File: src/rtl/peg_l2_rs_pkg.sv
// Shared definitions for the RMII reconciliation-sublayer TX/RX blocks.
package peg_l2_rs_pkg;

   localparam logic [7:0] PREAMBLE_BYTE = 8'h55;
   localparam logic [7:0] SFD_BYTE      = 8'hD5;

   localparam int CYC_PER_BYTE_100 = 4;
   localparam int CYC_PER_BYTE_10  = 40;

   typedef enum logic [2:0] {
      ST_IDLE,
      ST_PRE,
      ST_DATA,
      ST_DRAIN,
      ST_IPG
   } tx_state_e;

endpackage

File: src/rtl/peg_l2_rs_rr_arb.sv
// Two-requester round-robin arbiter; the requester not granted last wins a tie.
module peg_l2_rs_rr_arb (
   input  logic       rmii_ref_clk,
   input  logic       rst_n,
   input  logic [1:0] req,
   input  logic       grant_en,
   output logic [1:0] grant
);

   // 0 = requester 0 was granted last, 1 = requester 1
   logic last;

   always_comb begin
      grant = 2'b00;
      if (grant_en) begin
         if (req == 2'b11) grant = last ? 2'b01 : 2'b10;
         else              grant = req;
      end
   end

   always_ff @(posedge rmii_ref_clk or negedge rst_n) begin
      if (!rst_n)                          last <= 1'b0;
      else if (grant_en && grant != 2'b00) last <= grant[1];
   end

endmodule

File: src/rtl/peg_l2_rs_rmii_tx_sched.sv
// Two-source RMII TX scheduler: packet-boundary arbitration, preamble/SFD
// insertion, byte pass-through, inter-packet gap and source error detection.
module peg_l2_rs_rmii_tx_sched
   import peg_l2_rs_pkg::*;
#(
   parameter int PKT_DATA_W   = 8,
   parameter int NUM_PREAMBLE = 7,
   parameter int IPG_BYTES    = 12
) (
   input  logic                  rmii_ref_clk,
   input  logic                  rst_n,
   input  logic                  config_rs_mii_speed_100_n_10,
   input  logic                  s0_valid,
   input  logic                  s0_sop,
   input  logic                  s0_eop,
   input  logic                  s0_error,
   input  logic [PKT_DATA_W-1:0] s0_data,
   output logic                  s0_ready,
   input  logic                  s1_valid,
   input  logic                  s1_sop,
   input  logic                  s1_eop,
   input  logic                  s1_error,
   input  logic [PKT_DATA_W-1:0] s1_data,
   output logic                  s1_ready,
   output logic                  pkt_valid,
   output logic                  pkt_sop,
   output logic                  pkt_eop,
   output logic                  pkt_error,
   output logic [PKT_DATA_W-1:0] pkt_data,
   input  logic                  pkt_ready,
   output logic [1:0]            stat_grant,
   output logic                  stat_pkt_done,
   output logic                  stat_underrun,
   output logic                  stat_sop_err
);

   localparam logic [2:0] PRE_LAST     = 3'(NUM_PREAMBLE);
   localparam logic [8:0] IPG_LOAD_100 = 9'(IPG_BYTES * CYC_PER_BYTE_100 - 1);
   localparam logic [8:0] IPG_LOAD_10  = 9'(IPG_BYTES * CYC_PER_BYTE_10 - 1);

   tx_state_e             state;
   logic [1:0]            owner;
   logic [2:0]            pre_cnt;
   logic [8:0]            ipg_cnt;
   logic [8:0]            ipg_load;
   logic                  in_idle;
   logic [1:0]            req;
   logic [1:0]            discard;
   logic [1:0]            arb_grant;
   logic                  own_valid;
   logic                  own_eop;
   logic                  own_error;
   logic [PKT_DATA_W-1:0] own_data;

   // Qualified by rst_n so the discard path stays quiet while reset is held.
   assign in_idle = (state == ST_IDLE) && rst_n;
   assign req     = {s1_valid & s1_sop, s0_valid & s0_sop};
   assign discard = in_idle ? {s1_valid & ~s1_sop, s0_valid & ~s0_sop} : 2'b00;

   peg_l2_rs_rr_arb u_arb (
      .rmii_ref_clk (rmii_ref_clk),
      .rst_n        (rst_n),
      .req          (req),
      .grant_en     (in_idle),
      .grant        (arb_grant)
   );

   assign own_valid = owner[1] ? s1_valid : s0_valid;
   assign own_eop   = owner[1] ? s1_eop   : s0_eop;
   assign own_error = owner[1] ? s1_error : s0_error;
   assign own_data  = owner[1] ? s1_data  : s0_data;
   assign ipg_load  = config_rs_mii_speed_100_n_10 ? IPG_LOAD_100 : IPG_LOAD_10;

   always_comb begin
      pkt_valid     = 1'b0;
      pkt_sop       = 1'b0;
      pkt_eop       = 1'b0;
      pkt_error     = 1'b0;
      pkt_data      = '0;
      s0_ready      = discard[0];
      s1_ready      = discard[1];
      stat_grant    = 2'b00;
      stat_pkt_done = 1'b0;
      stat_underrun = 1'b0;
      stat_sop_err  = |discard;
      case (state)
         ST_PRE: begin
            pkt_valid  = 1'b1;
            pkt_sop    = (pre_cnt == 3'd0);
            pkt_data   = (pre_cnt == PRE_LAST) ? PKT_DATA_W'(SFD_BYTE)
                                               : PKT_DATA_W'(PREAMBLE_BYTE);
            stat_grant = owner;
         end
         ST_DATA: begin
            pkt_valid             = own_valid;
            pkt_data              = own_data;
            pkt_eop               = own_eop;
            pkt_error             = own_error;
            {s1_ready, s0_ready}  = pkt_ready ? owner : 2'b00;
            stat_grant            = owner;
            stat_pkt_done         = own_valid & own_eop & pkt_ready;
            stat_underrun         = ~own_valid;
         end
         ST_DRAIN: begin
            {s1_ready, s0_ready} = owner;
            stat_grant           = owner;
         end
         default: ;
      endcase
   end

   always_ff @(posedge rmii_ref_clk or negedge rst_n) begin
      if (!rst_n) begin
         state   <= ST_IDLE;
         owner   <= 2'b00;
         pre_cnt <= 3'd0;
         ipg_cnt <= 9'd0;
      end else begin
         case (state)
            ST_IDLE: begin
               if (arb_grant != 2'b00) begin
                  owner   <= arb_grant;
                  pre_cnt <= 3'd0;
                  state   <= ST_PRE;
               end
            end
            ST_PRE: begin
               if (pkt_ready) begin
                  pre_cnt <= pre_cnt + 3'd1;
                  if (pre_cnt == PRE_LAST) state <= ST_DATA;
               end
            end
            ST_DATA: begin
               // A missing byte truncates the frame; the rest of it is drained.
               if (!own_valid) begin
                  if (own_eop) begin
                     ipg_cnt <= ipg_load;
                     state   <= ST_IPG;
                  end else begin
                     state   <= ST_DRAIN;
                  end
               end else if (pkt_ready && own_eop) begin
                  ipg_cnt <= ipg_load;
                  state   <= ST_IPG;
               end
            end
            ST_DRAIN: begin
               if (own_valid && own_eop) begin
                  ipg_cnt <= ipg_load;
                  state   <= ST_IPG;
               end
            end
            ST_IPG: begin
               if (ipg_cnt == 9'd0) begin
                  owner <= 2'b00;
                  state <= ST_IDLE;
               end else begin
                  ipg_cnt <= ipg_cnt - 9'd1;
               end
            end
            default: state <= ST_IDLE;
         endcase
      end
   end

endmodule

File: config.mk
export PLATFORM = sky130hd
export DESIGN_NAME = peg_l2_rs_rmii_tx_sched
export DESIGN_NICKNAME = d
export VERILOG_FILES = /design/src/rtl/peg_l2_rs_pkg.sv /design/src/rtl/peg_l2_rs_rr_arb.sv /design/src/rtl/peg_l2_rs_rmii_tx_sched.sv
export SDC_FILE = /design/constraint.sdc
export NUM_CORES = 1
export LEC_CHECK = 0
export ABC_AREA = 1
export CAP_MARGIN = 20
export CORE_MARGIN = 2
export CORE_UTILIZATION = 50
export CTS_BUF_LIST = sky130_fd_sc_hd__clkbuf_16
export DETAILED_ROUTE_END_ITERATION = 10
export DONT_BUFFER_PORTS = 1
export PLACE_DENSITY = 0.67
export REMOVE_ABC_BUFFERS = 1
export SYNTH_ARGS = -nofsm -noshare
export SYNTH_HDL_FRONTEND = slang
export SYNTH_SLANG_ARGS = --single-unit
File: constraint.sdc
create_clock -name rmii_ref_clk -period 4.5 [get_ports rmii_ref_clk]
set_input_delay 0.675 -clock rmii_ref_clk [delete_from_list [all_inputs] [get_ports rmii_ref_clk]]
set_output_delay 0.675 -clock rmii_ref_clk [all_outputs]
set_load 0.01 [all_outputs]
==> results.md <==
- Result of the run: finished, final reports clean
- Global placer's final weighted congestion: 0.910
- Number of violations reported at the end of detailed-routing iteration 0: 74
- Wire length per cell: 12.4 microns
- Fin crit share: 51.7%
- Number of cells produced by synthesis: 236
- Data arrival at the endpoint of the critical path: 1.65 ns
- Worst reg2reg setup slack: 2.45 ns
- Internal portion of total power: 535 uW
- Die outline area: 3350 sq um
- Final slew viol count: 0
- Maximum number of pins on one net before global-route repair: 20
- Total routing resource utilization after global routing: 21.3%
- Highest clock rate: 430 MHz
- Net switching fraction of the power: 48.9%
- Clock tree from TritonCTS: built
- Sink Count: 18
- Number of setup violations in the final report: 0
- Max FO, Critical Path: 8
- CTS HTree Levels: 1
- Leading cell type by number of instances after synthesis: nand2_1
- Path depth of the worst reg2reg path: 10
- Crit path max-delay cell type: dfrtp_1
- First drt pass iteration count: 5
- Commonest cells in the netlist: nand2_1, nor2_1, inv_1
- Cell type with the highest aggregate area in the netlist: dfrtp_1
- Core area: 2760 sq um
- Switching power: 513 uW
- Endpoint class of the critical path: output pin
- Yosys synthesis warning count: 0
- Antenna Diode Count: 0
- Global-route wire length before repair: 5.53 mm
- Initial Util: 52.7%
- Root buffer cell: clkbuf_16
- CTS buffer count: 3
- HPWL Detailed: 2.44 mm
- CTS Hold Buffers Added: 0
- Total of buffers placed on input and output ports: 0
- Flop pwr share: 30.3%
- Kind of critical path: reg -> out
- Maximum cell stage delay along the critical path: 0.45 ns
- Vias: 1,396
- Clock Skew: 0.00482 ns
- Kind of start point of the critical path: flip-flop
- Number of rows in the core area: 19
- Largest buffer count on any clock path: 2
- Max VDD drop: 408 uV
- Register bit count reported by yosys: 18
- Overflow after GRT: 0
- Die span in x: 57.9 microns
- Part of the power in the clock network: 17.2%
- Cell area power density: 679 nW/um^2
- Number of instances resized during post-cts repair: 0
- Count of boundary I/O pins: 47
- CP Cell Sequence: nor3_1, inv_1, o32ai_1
- Post-layout utilization of the core: 56.0%
- # nets final: 269
- RSZ-0062 raised after global routing: false
- Logic pwr share: 52.5%
- Total Routed Length: 3.30 mm
- Max-capacitance violation count: 0
- Share of layout cells above drive strength 1: 5.51%
- Total Neg Setup Slack: 0 ns
- Floorplan die height: 57.9 microns
- Worst-skew pair later-pin latency: 0.25 ns
- Number of global-route vias before repair: 1,206
- Layout overhead on the synthesized area: 6.29%
- Main flop type after synthesis: dfrtp_1
- Hold crit path type: in -> async
- Antenna violations before repair: 0
- Share of synthesized flip-flops with an asynchronous set or reset: 100%
- Number of fill cells in the layout: 279
- Post-layout min period: 2.33 ns
- Post-synth EDFFs: 0
- Average footprint of a synthesized cell: 6.16 sq um
- Seq/Total Area, Yosys: 31.0%
- Worst-Margin Slew: 0.701 ns
- Leakage Power: 0.000864 uW
- Post-synthesis cell area: 1450 sq um
- Number of nets with antenna violations after detailed routing: 0
- Count of different cell masters after synthesis: 29
- Fraction of synthesized cell area taken by the top area cell type: 31.0%
- Final hold violation count: 0
- Register clock-pin slew on the reported worst setup and hold paths: 0.05 ns
- Top cells by area in the synthesized netlist: dfrtp_1, nand2_1, nor2_1
- Setup bufs post-CTS: 0
- DRC errors left: 0
- Post-DR vias/cell: 5.23
- Worst path required time: 3.83 ns
- Relative slew margins: 53.1%
placed cells by master, fill, tap and decap left out, types with 2 or more instances in the layout:
cell type  count
nand3_1        8
nor2_2         2
inv_1         24
ha_1           4
inv_2          2
clkbuf_16      3
o31ai_1        3
a31oi_1        2
nor2_1        27
o21ai_0        7
nand3b_1       5
nor3_1         4
dfrtp_1       18
a21oi_1        7
nand2_1      107
through the flow:
| step | instance area, sq um | hold slack [ns] | power, uW | setup slack (ns) | cells |
|---|---|---|---|---|---|
| final | 1540 | 0.115 | 1050 | 2.17 | 267 |
| after global routing | 1540 | 0.106 | 1160 | 2.01 | 267 |
| after CTS | 1540 | 0.112 | 1060 | 2.16 | 267 |
| after detailed placement | 1470 | 0.380 | 873 | 2.44 | 263 |
| after global placement | 1470 | 0.380 | 868 | 2.48 | 263 |
| after floorplan | 1430 | 0.379 | 758 | 2.63 | 232 |
power by group through the flow:
| stage | sequential, uW | clock (uW) | combinational (uW) |
|---|---|---|---|
| final | 318 | 180 | 550 |
| after global routing | 331 | 191 | 640 |
| after CTS | 317 | 184 | 556 |
| after detailed placement | 318 | 0 | 555 |
| after global placement | 316 | 0 | 551 |
| after floorplan | 299 | 0 | 459 |
state kept, by name (all words and copies together) (netlist names):
signal,count
ipg_cnt,9
pre_cnt,3
state,3
owner,2
u_arb.last,1
cells by family (layout without fill, tap and decap cells):
family	Yosys count	in the layout	synth area share, %
AO/OA/AOI/OAI	22	22	8.96
flip-flops	18	18	31.0
XOR/XNOR	2	2	1.21
buffers and inverters	30	30	8.53
AND/OR/NAND/NOR	160	160	46.9
adder cells (fa/ha/maj)	4	4	3.45
critical path, delay by kind of cell (launching register included):
kind | cells | cell delay [ns]
flops | 1 | 0.45
compound gates | 1 | 0.27
buf+inv | 1 | 0.25
simple gates | 1 | 0.44
area by class of cell:
class | count | area (sq um) | area share [%]
multi-input combinational | 188 | 878 | 56.9
sequential | 18 | 450 | 29.2
clock inverter | 1 | 3.75 | 0.243
inverter | 26 | 97.6 | 6.32
clock buffer | 3 | 75.1 | 4.86
tap | 31 | 38.8 | 2.51
layer usage:
layer	track usage, %	part of all wire (%)	vias to the layer above	routed length [microns]
li1	-	-	737	-
met1	30.5	51	622	1670
met2	32.6	44	32	1440
met3	3.79	4.3	5	143
met4	6.98	1.3	0	43
met5	0	0	-	0
path summary, 6_finish.rpt:
| kind | startpoint | to |
|---|---|---|
| max | state[1] | pkt_data[7] |
| min | rst_n | ipg_cnt[2] |
| max reg2reg | owner[1] | ipg_cnt[2] |
| min reg2reg | ipg_cnt[6] | ipg_cnt[6] |
| max in group asynchronous | rst_n | ipg_cnt[6] |
| min in group rmii_ref_clk | ipg_cnt[6] | ipg_cnt[6] |
Note: power is estimated with default switching activity, not from simulation.
